[config.mk]
export PLATFORM = sky130hd
export DESIGN_NAME = board_move_arbiter
export DESIGN_NICKNAME = d
export VERILOG_FILES = /design/src/rtl/board_move_arbiter.sv
export SDC_FILE = /design/constraint.sdc
export NUM_CORES = 1
export LEC_CHECK = 0
export BUFFER_PORTS_ARGS = -buffer_cell sky130_fd_sc_hd__buf_2
export CAP_MARGIN = 10
export CORE_AREA = 4 4 573 575
export DETAILED_ROUTE_END_ITERATION = 10
export DIE_AREA = 0 0 577 579
export SLEW_MARGIN = 20
export SYNTH_ARGS = -nofsm -noshare
export SYNTH_HDL_FRONTEND = slang
export SYNTH_SLANG_ARGS = --single-unit
[constraint.sdc]
create_clock -name clk -period 3.25 [get_ports clk]
set_input_delay 0.65 -clock clk [delete_from_list [all_inputs] [get_ports clk]]
set_output_delay 0.65 -clock clk [all_outputs]
set_load 0.005 [all_outputs]
[src/rtl/board_move_arbiter.sv]
// board_move_arbiter: clears the column units, then drains their move FIFOs
// round-robin into a single valid/ready move stream and reports pass completion.
module board_move_arbiter #(
  parameter int NCOL    = 8,
  parameter int MOVE_W  = 160,
  parameter int CLR_CYC = 2,
  parameter int CNT_W   = 10
) (
  input  logic                     clk,
  input  logic                     reset,
  input  logic                     start,
  input  logic [NCOL-1:0]          col_done,
  input  logic [NCOL-1:0]          col_empty,
  input  logic [NCOL*MOVE_W-1:0]   col_data,
  output logic [NCOL-1:0]          col_rden,
  output logic                     col_reset,
  output logic                     out_valid,
  input  logic                     out_ready,
  output logic [MOVE_W-1:0]        out_data,
  output logic [$clog2(NCOL)-1:0]  out_col,
  output logic [CNT_W-1:0]         move_count,
  output logic                     busy,
  output logic                     done
);
  localparam int SW = $clog2(NCOL);
  localparam int CW = $clog2(CLR_CYC + 1);
  typedef enum logic [2:0] {IDLE, CLR, SCAN, RD, LAT, PUSH, FIN} state_t;
  state_t            state_q, state_d;
  logic [CW-1:0]     clr_cnt_q, clr_cnt_d;
  logic              settle_q, settle_d;
  logic [SW-1:0]     sel_q, sel_d, rr_q, rr_d, cand, gnt_idx;
  logic              gnt_any;
  logic [NCOL-1:0]   col_rden_q, col_rden_d;
  logic              col_reset_q, col_reset_d, out_valid_q, out_valid_d;
  logic [MOVE_W-1:0] out_data_q, out_data_d;
  logic [SW-1:0]     out_col_q, out_col_d;
  logic [CNT_W-1:0]  move_count_q, move_count_d;
  logic              busy_q, busy_d, done_q, done_d;
  // first non-empty column at or after rr_q; the loop runs backwards so the nearest wins
  always_comb begin
    gnt_any = 1'b0;
    gnt_idx = '0;
    cand = '0;
    for (int k = NCOL - 1; k >= 0; k--) begin
      cand = SW'((int'(rr_q) + k) % NCOL);
      if (!col_empty[cand]) begin
        gnt_any = 1'b1;
        gnt_idx = cand;
      end
    end
  end
  always_comb begin
    state_d = state_q;
    clr_cnt_d = clr_cnt_q;
    settle_d = settle_q;
    sel_d = sel_q;
    rr_d = rr_q;
    col_rden_d = '0;
    col_reset_d = 1'b0;
    out_valid_d = out_valid_q;
    out_data_d = out_data_q;
    out_col_d = out_col_q;
    move_count_d = move_count_q;
    case (state_q)
      IDLE, FIN: if (start) begin
        state_d = CLR;
        clr_cnt_d = '0;
        move_count_d = '0;
        col_reset_d = 1'b1;
      end
      CLR: begin
        clr_cnt_d = clr_cnt_q + 1'b1;
        col_reset_d = clr_cnt_q != CW'(CLR_CYC - 1);
        if (clr_cnt_q == CW'(CLR_CYC - 1)) begin
          state_d = SCAN;
          settle_d = 1'b1;
        end
      end
      // the cycle right after CLR lets column flags settle before they are trusted
      SCAN: if (settle_q) settle_d = 1'b0;
        else if (gnt_any) begin
          sel_d = gnt_idx;
          col_rden_d = NCOL'(1) << gnt_idx;
          state_d = RD;
        end else if (&col_done && &col_empty) state_d = FIN;
      RD: state_d = LAT;
      LAT: begin
        out_data_d = col_data[sel_q*MOVE_W +: MOVE_W];
        out_col_d = sel_q;
        out_valid_d = 1'b1;
        state_d = PUSH;
      end
      PUSH: if (out_ready) begin
        out_valid_d = 1'b0;
        move_count_d = &move_count_q ? move_count_q : move_count_q + 1'b1;
        rr_d = SW'((int'(sel_q) + 1) % NCOL);
        state_d = SCAN;
      end
      default: state_d = IDLE;
    endcase
    busy_d = state_d inside {CLR, SCAN, RD, LAT, PUSH};
    done_d = state_d == FIN;
  end
  always_ff @(posedge clk) begin
    if (reset) begin
      state_q <= IDLE;
      clr_cnt_q <= '0;
      settle_q <= 1'b0;
      sel_q <= '0;
      rr_q <= '0;
      col_rden_q <= '0;
      col_reset_q <= 1'b1;
      out_valid_q <= 1'b0;
      out_data_q <= '0;
      out_col_q <= '0;
      move_count_q <= '0;
      busy_q <= 1'b0;
      done_q <= 1'b0;
    end else begin
      state_q <= state_d;
      clr_cnt_q <= clr_cnt_d;
      settle_q <= settle_d;
      sel_q <= sel_d;
      rr_q <= rr_d;
      col_rden_q <= col_rden_d;
      col_reset_q <= col_reset_d;
      out_valid_q <= out_valid_d;
      out_data_q <= out_data_d;
      out_col_q <= out_col_d;
      move_count_q <= move_count_d;
      busy_q <= busy_d;
      done_q <= done_d;
    end
  end
  assign col_rden = col_rden_q;
  assign col_reset = col_reset_q;
  assign out_valid = out_valid_q;
  assign out_data = out_data_q;
  assign out_col = out_col_q;
  assign move_count = move_count_q;
  assign busy = busy_q;
  assign done = done_q;
endmodule

==> flow_summary.toml, run 1 <==
[run_status]
outcome = "completed"

[yosys]
synth_warnings = 0
syn_area_um2 = 17000
synthCells = 1387
synth_cell_types = 68
synth_area_leaders = "mux4_2, dfxtp_1, mux2i_1"
synth_nets = 2692
synth_edf_count = 0
ys.flop_type = "dfxtp_1"
ys_seq_area_share_pct = 23.2
async_reset_ff_share_pct = 0
synth_largest_area_cell = "mux4_2"
ys_ff_latch = 197
synth_top_cell_area_share_pct = 43.5
syn_avg_cell_area_um2 = 12.2

[grt]
grt_max_degree = 139
first_global_vias = 21000
antenna_found_initial = 638
grt_usage_pct = 17.4
grt-ovfl-total = 0
grt_pass1_wl_um = 347000

[layout]
syn_to_final_growth_pct = 84.8
drive_gt1_share_pct = 68.8
final_cell_count_no_fill = 7415
final_common_cell = "buf_2"
final_cell_mix = "buf_2, mux4_2, dfxtp_1"
n_fill_cell = 37600
fin_nets = 4113

[detailed_routing]
drt-wirelength-per-cell_um = 41.3
via_per_inst = 3.22
wl_met1_um = 124000
route.detailed.drc = 0
highest_layer = "met5"
dr.pass1.iters = 5
first_iter_violations = 2028
wl_um = 306000
wl_met2_um = 119000
dr_wl_met3_um = 43300
ant_nets = 0
vias = 23900

[hold_path]
hold_path.class = "in -> reg"
holdPathStages = 3

[die]
ios = 1485
rows = 209
dieWidth_um = 577
core_um2 = 323000
die_y_um = 579
die_area_um2 = 334000
start_util_pct = 5.26

[timing]
slew_headroom_pct = 32.6
skew_ps = 41.3
finalCriticalPeriod_ps = 3050
finalMaxSlewViolations = 0
final_hold_viol_count = 0
finalSetupViolations = 0
final.setup.tns_ps = 0
grt_setup_unrepaired = "false"
fin_crit_sh_pct = 93.9
worstMarginPinSlew_ps = 1010
max_freq_ghz = 0.328

[cts]
postCtsSetupRepairBufs = 0
cts_made_buffers = 25
clock-sinks = 197
cts_tree = "built"
clockBufferDepth = 3
clk_pin_slew_ps = 100
clock_latency_ps = 580
h-tree-depth = 4
cts_root_buf = "clkbuf_16"

[power_and_ir_drop]
power.density_nw_per_um2 = 247
total_power_mw = 7.75
ir_drop_v = 0.000424
leakage_nw = 11.0

[critical_path]
worstSetupStartpointType = "flip-flop"
cp-end-kind = "flip-flop"
r2r_setup_slack_ps = 200
critPathKind = "reg -> reg"
critical_path_required_ps = 3710
critPathMaxFanout = 10
worstPathArrival_ps = 3520
r2r_cells = 9

[placement]
post-dp-hpwl_um = 283000
io_buffers = 1484
place_congestion = 1.31
dp.cells = 7106

[flow_run]
cap_violations = 0
-- layout make-up --
cell class	instances	area, um2	area share (%)
clock buffers	27	643	2.05
flip-flops and latches	197	3960	12.6
inverters	12	45.0	0.143
well taps	4325	5410	17.2
clock inverters	5	57.6	0.183
diodes	277	693	2.21
multi-input cells	1020	12400	39.4
repair buffers	1552	8220	26.2
-- per-layer routing --
metal	GRT usage, %	up-vias
li1	-	8906
met1	21.5	11000
met2	23.9	2537
met3	9.83	1109
met4	8.50	308
met5	0.553	-
-- synthesized netlist by cell type, types with 2 or more instances --
library cell  count
mux2i_1         169
a221oi_1          2
xnor2_1           8
and4_1            3
mux2_2            4
and2_1            2
nor2b_1           7
o21ai_0           9
mux2i_4           2
nand2b_1          4
nor4_1            4
xor2_1            2
nand3b_1          2
nor3_1           10
o21a_1            3
mux4_2          328
nor3b_1           5
inv_1            11
ha_1              5
buf_2            21
or3_1             7
dfxtp_1         197
a21oi_1          13
or4_1             2
o22ai_1           5
nand2_1          11
clkbuf_1        110
o41ai_1           2
buf_6             2
mux4_1            3
o211ai_1          4
nand3_1           7
a21boi_0          3
buf_1            24
nor2_1          192
nand4_1           6
nor4b_2           3
o21ai_1           3
o311ai_0          2
a211oi_1        161
mux2_1            2
-- flip-flops by register name (all words and copies together), names as in the netlist --
register and flops:
clr_cnt_q 2, out_data 160, col_reset 1, out_valid 1, move_count 10, out_col 3, busy 1, state_q 3
settle_q 1, done 1, sel_q 3, rr_q 3, col_rden 8
-- cell families after synthesis --
family	share of synthesized area [%]
mux	54.7
simple gates	7.17
compound gates	9.88
flops	23.2
buf+inv	4.02
xor+xnor	0.611
fa+ha+maj	0.368
-- metrics by stage --
stage | utilization, % | worst slack [ps] | hold slack (ps) | cell area, um2
floorplan | - | 99.4 | 454 | 17000
global placement | 9.28 | 156 | 466 | 30000
detailed placement | 9.28 | 169 | 481 | 30000
CTS | 9.50 | 115 | 330 | 30700
global route | 9.65 | 16.1 | 353 | 31200
finish | 9.71 | 199 | 408 | 31400
-- what timing repair did --
| action | 4_1_cts | 5_1_grt |
|---|---|---|
| endpoints found under the setup margin | 0 | 2 |
| hold buffers | 0 | 0 |
| gates resized for setup | 0 | 1 |
-- where the power goes --
part	internal, mW	total [mW]	switching [mW]
Sequential	2.43	2.46	0.0229
Combinational	1.11	2.29	1.18
Clock	1.50	3.01	1.51
-- worst max-delay path: stages, from the launching register on --
cell and delay [ps]:
dfxtp_1 340, inv_1 110, ha_2 480, buf_4 200, mux2_1 340, mux4_2 470
or3_1 350, a41oi_2 220, a221o_4 180, nor4b_2 230
-- final timing paths --
path                                                   to                 startpoint
worst max-delay path               col_rden[6]$_SDFF_PP0_       rr_q[1]$_SDFFE_PP0P_
worst min-delay path                 rr_q[1]$_SDFFE_PP0P_                  out_ready
worst max register to register     col_rden[6]$_SDFF_PP0_       rr_q[1]$_SDFFE_PP0P_
worst min register to register  out_data[73]$_SDFFE_PP0P_  out_data[73]$_SDFFE_PP0P_
(Power assumes the default switching activity.)
==> run 2: changes to the inputs <==
--- a/config.mk
+++ b/config.mk
@@ -6,10 +6,12 @@
 export NUM_CORES = 1
 export LEC_CHECK = 0
 export BUFFER_PORTS_ARGS = -buffer_cell sky130_fd_sc_hd__buf_2
-export CAP_MARGIN = 10
+export CAP_MARGIN = 5
 export CORE_AREA = 4 4 573 575
 export DETAILED_ROUTE_END_ITERATION = 10
 export DIE_AREA = 0 0 577 579
+export HOLD_SLACK_MARGIN = 0.06
+export REMOVE_ABC_BUFFERS = 1
 export SLEW_MARGIN = 20
 export SYNTH_ARGS = -nofsm -noshare
 export SYNTH_HDL_FRONTEND = slang
==> flow_summary.toml, run 2 (synthesis gave the netlist of run 1 again) <==
[run_status]
outcome = "completed"

[detailed_routing]
wl_um = 303000
ant_nets = 0
via_per_inst = 3.31
route.detailed.drc = 0
first_iter_violations = 2111
drt-wirelength-per-cell_um = 41.2
vias = 24300
dr.pass1.iters = 6

[critical_path]
path_buf_inv = 1
worstPathArrival_ps = 3520
slowest_stage = "mux4_2"
worstSetupStartpointType = "flip-flop"
critical_path_required_ps = 3730
cp_slowest_stage_delay_ps = 620
crit_chain = "inv_1 > ha_4 > mux4_2 > mux2_2 > o21bai_2 > nor4_1 > a221o_4 > nor4_1"
cp-end-kind = "flip-flop"
crit_top_cell = "nor4_1"
cpLargestDelayFamily = "multiplexers"
critPathMaxFanout = 10
critPathKind = "reg -> reg"

[cts]
cts_root_buf = "clkbuf_16"
clock_latency_ps = 590
clock-sinks = 197
h-tree-depth = 4
cts_made_buffers = 21
postCtsSetupRepairBufs = 0
clockBufferDepth = 3
hold_buffers = 0
cts_tree = "built"
clk_pin_slew_ps = 100

[die]
die_y_um = 579
rows = 209
dieWidth_um = 577
ios = 1485
core_um2 = 323000
die_area_um2 = 334000
start_util_pct = 5.26

[flow_run]
cap_violations = 0

[power_and_ir_drop]
power.density_nw_per_um2 = 244
total_power_mw = 7.61
leakage_nw = 10.9
ir_drop_v = 0.000273

[placement]
place_congestion = 1.18
post-place-ws_ps = 78.8
post-dp-hpwl_um = 280000
postPlaceCellArea_um2 = 29900
io_buffers = 1484

[timing]
max_freq_ghz = 0.329
skew_ps = 31.1
finalMaxSlewViolations = 0
finalCriticalPeriod_ps = 3040
slew_headroom_pct = 34.4
grt_setup_unrepaired = "false"
fin_crit_sh_pct = 93.6
setup_slack_ps = 208
final_hold_viol_count = 0
hold_slack_ps = 422
worstMarginPinSlew_ps = 982
finalSetupViolations = 0

[layout]
fin_nets = 4101
syn_to_final_growth_pct = 83.6
final_cell_area_um2 = 31200
drive_gt1_share_pct = 68.8
multiInputGateArea_um2 = 12400
utilization_pct = 9.65
final_common_cell = "buf_2"
seqCellArea_um2 = 3960
largest_reg_flops = 160
n_fill_cell = 37600
final_cell_mix = "buf_2, mux4_2, dfxtp_1"

[grt]
grt_max_degree = 93
grt-ovfl-total = 0
grt_usage_pct = 17.3
first_global_vias = 21300
grt_pass1_wl_um = 347000
antenna_found_initial = 674

[hold_path]
hold_path.class = "in -> reg"
## run 2: layer usage
layer / global-route usage [%] / up-vias / routed length [um]
met5: 0.553 / - / 3040
met4: 7.64 / 428 / 16900
met3: 12.5 / 1281 / 50600
met2: 25.0 / 2630 / 123000
met1: 19.0 / 11100 / 110000
li1: - / 8848 / -
## run 2: path summary, 6_finish.rpt
path	from	to	slack (ps)	cells after the start
max	rr_q[1]$_SDFFE_PP0P_	col_rden[0]$_SDFF_PP0_	210	8
max reg2reg	rr_q[1]$_SDFFE_PP0P_	col_rden[0]$_SDFF_PP0_	210	8
min	out_ready	rr_q[1]$_SDFFE_PP0P_	420	3
min reg2reg	out_data[124]$_SDFFE_PP0P_	out_data[124]$_SDFFE_PP0P_	500	2
## run 2: what timing repair did
action                                  CTS  global route
endpoints found under the setup margin    0             6
endpoints found under the hold margin     0             0
resized for setup                         0             2
## run 2: report_power, final
part           switching (mW)  internal (mW)
Sequential             0.0215           2.43
Combinational           0.945           1.10
Clock                    1.64           1.47
Total                    2.61           5.00
## run 2: tightest hold or removal path, stage by stage
cell	delay, ps
buf_2	150
nand3_1	100
a21oi_1	60
## run 2: stage by stage
| step | cells | setup TNS [ps] |
|---|---|---|
| 3_3_place_gp | 7098 | -45.7 |
| 4_1_cts | 7131 | 0 |
| 5_1_grt | 7256 | 0 |
| 6_report | 7348 | 0 |
| 3_5_place_dp | 7098 | 0 |
| 2_1_floorplan | 1229 | -1902150 |
## run 2: layout make-up
type	count	share of cell area, %
Clock buffer	21	1.68
Sequential cell	197	12.7
Timing Repair Buffer	1544	26.2
Clock inverter	12	0.553
Tap cell	4325	17.3
Inverter	12	0.144
Antenna cell	217	1.74
Multi-Input combinational cell	1020	39.7
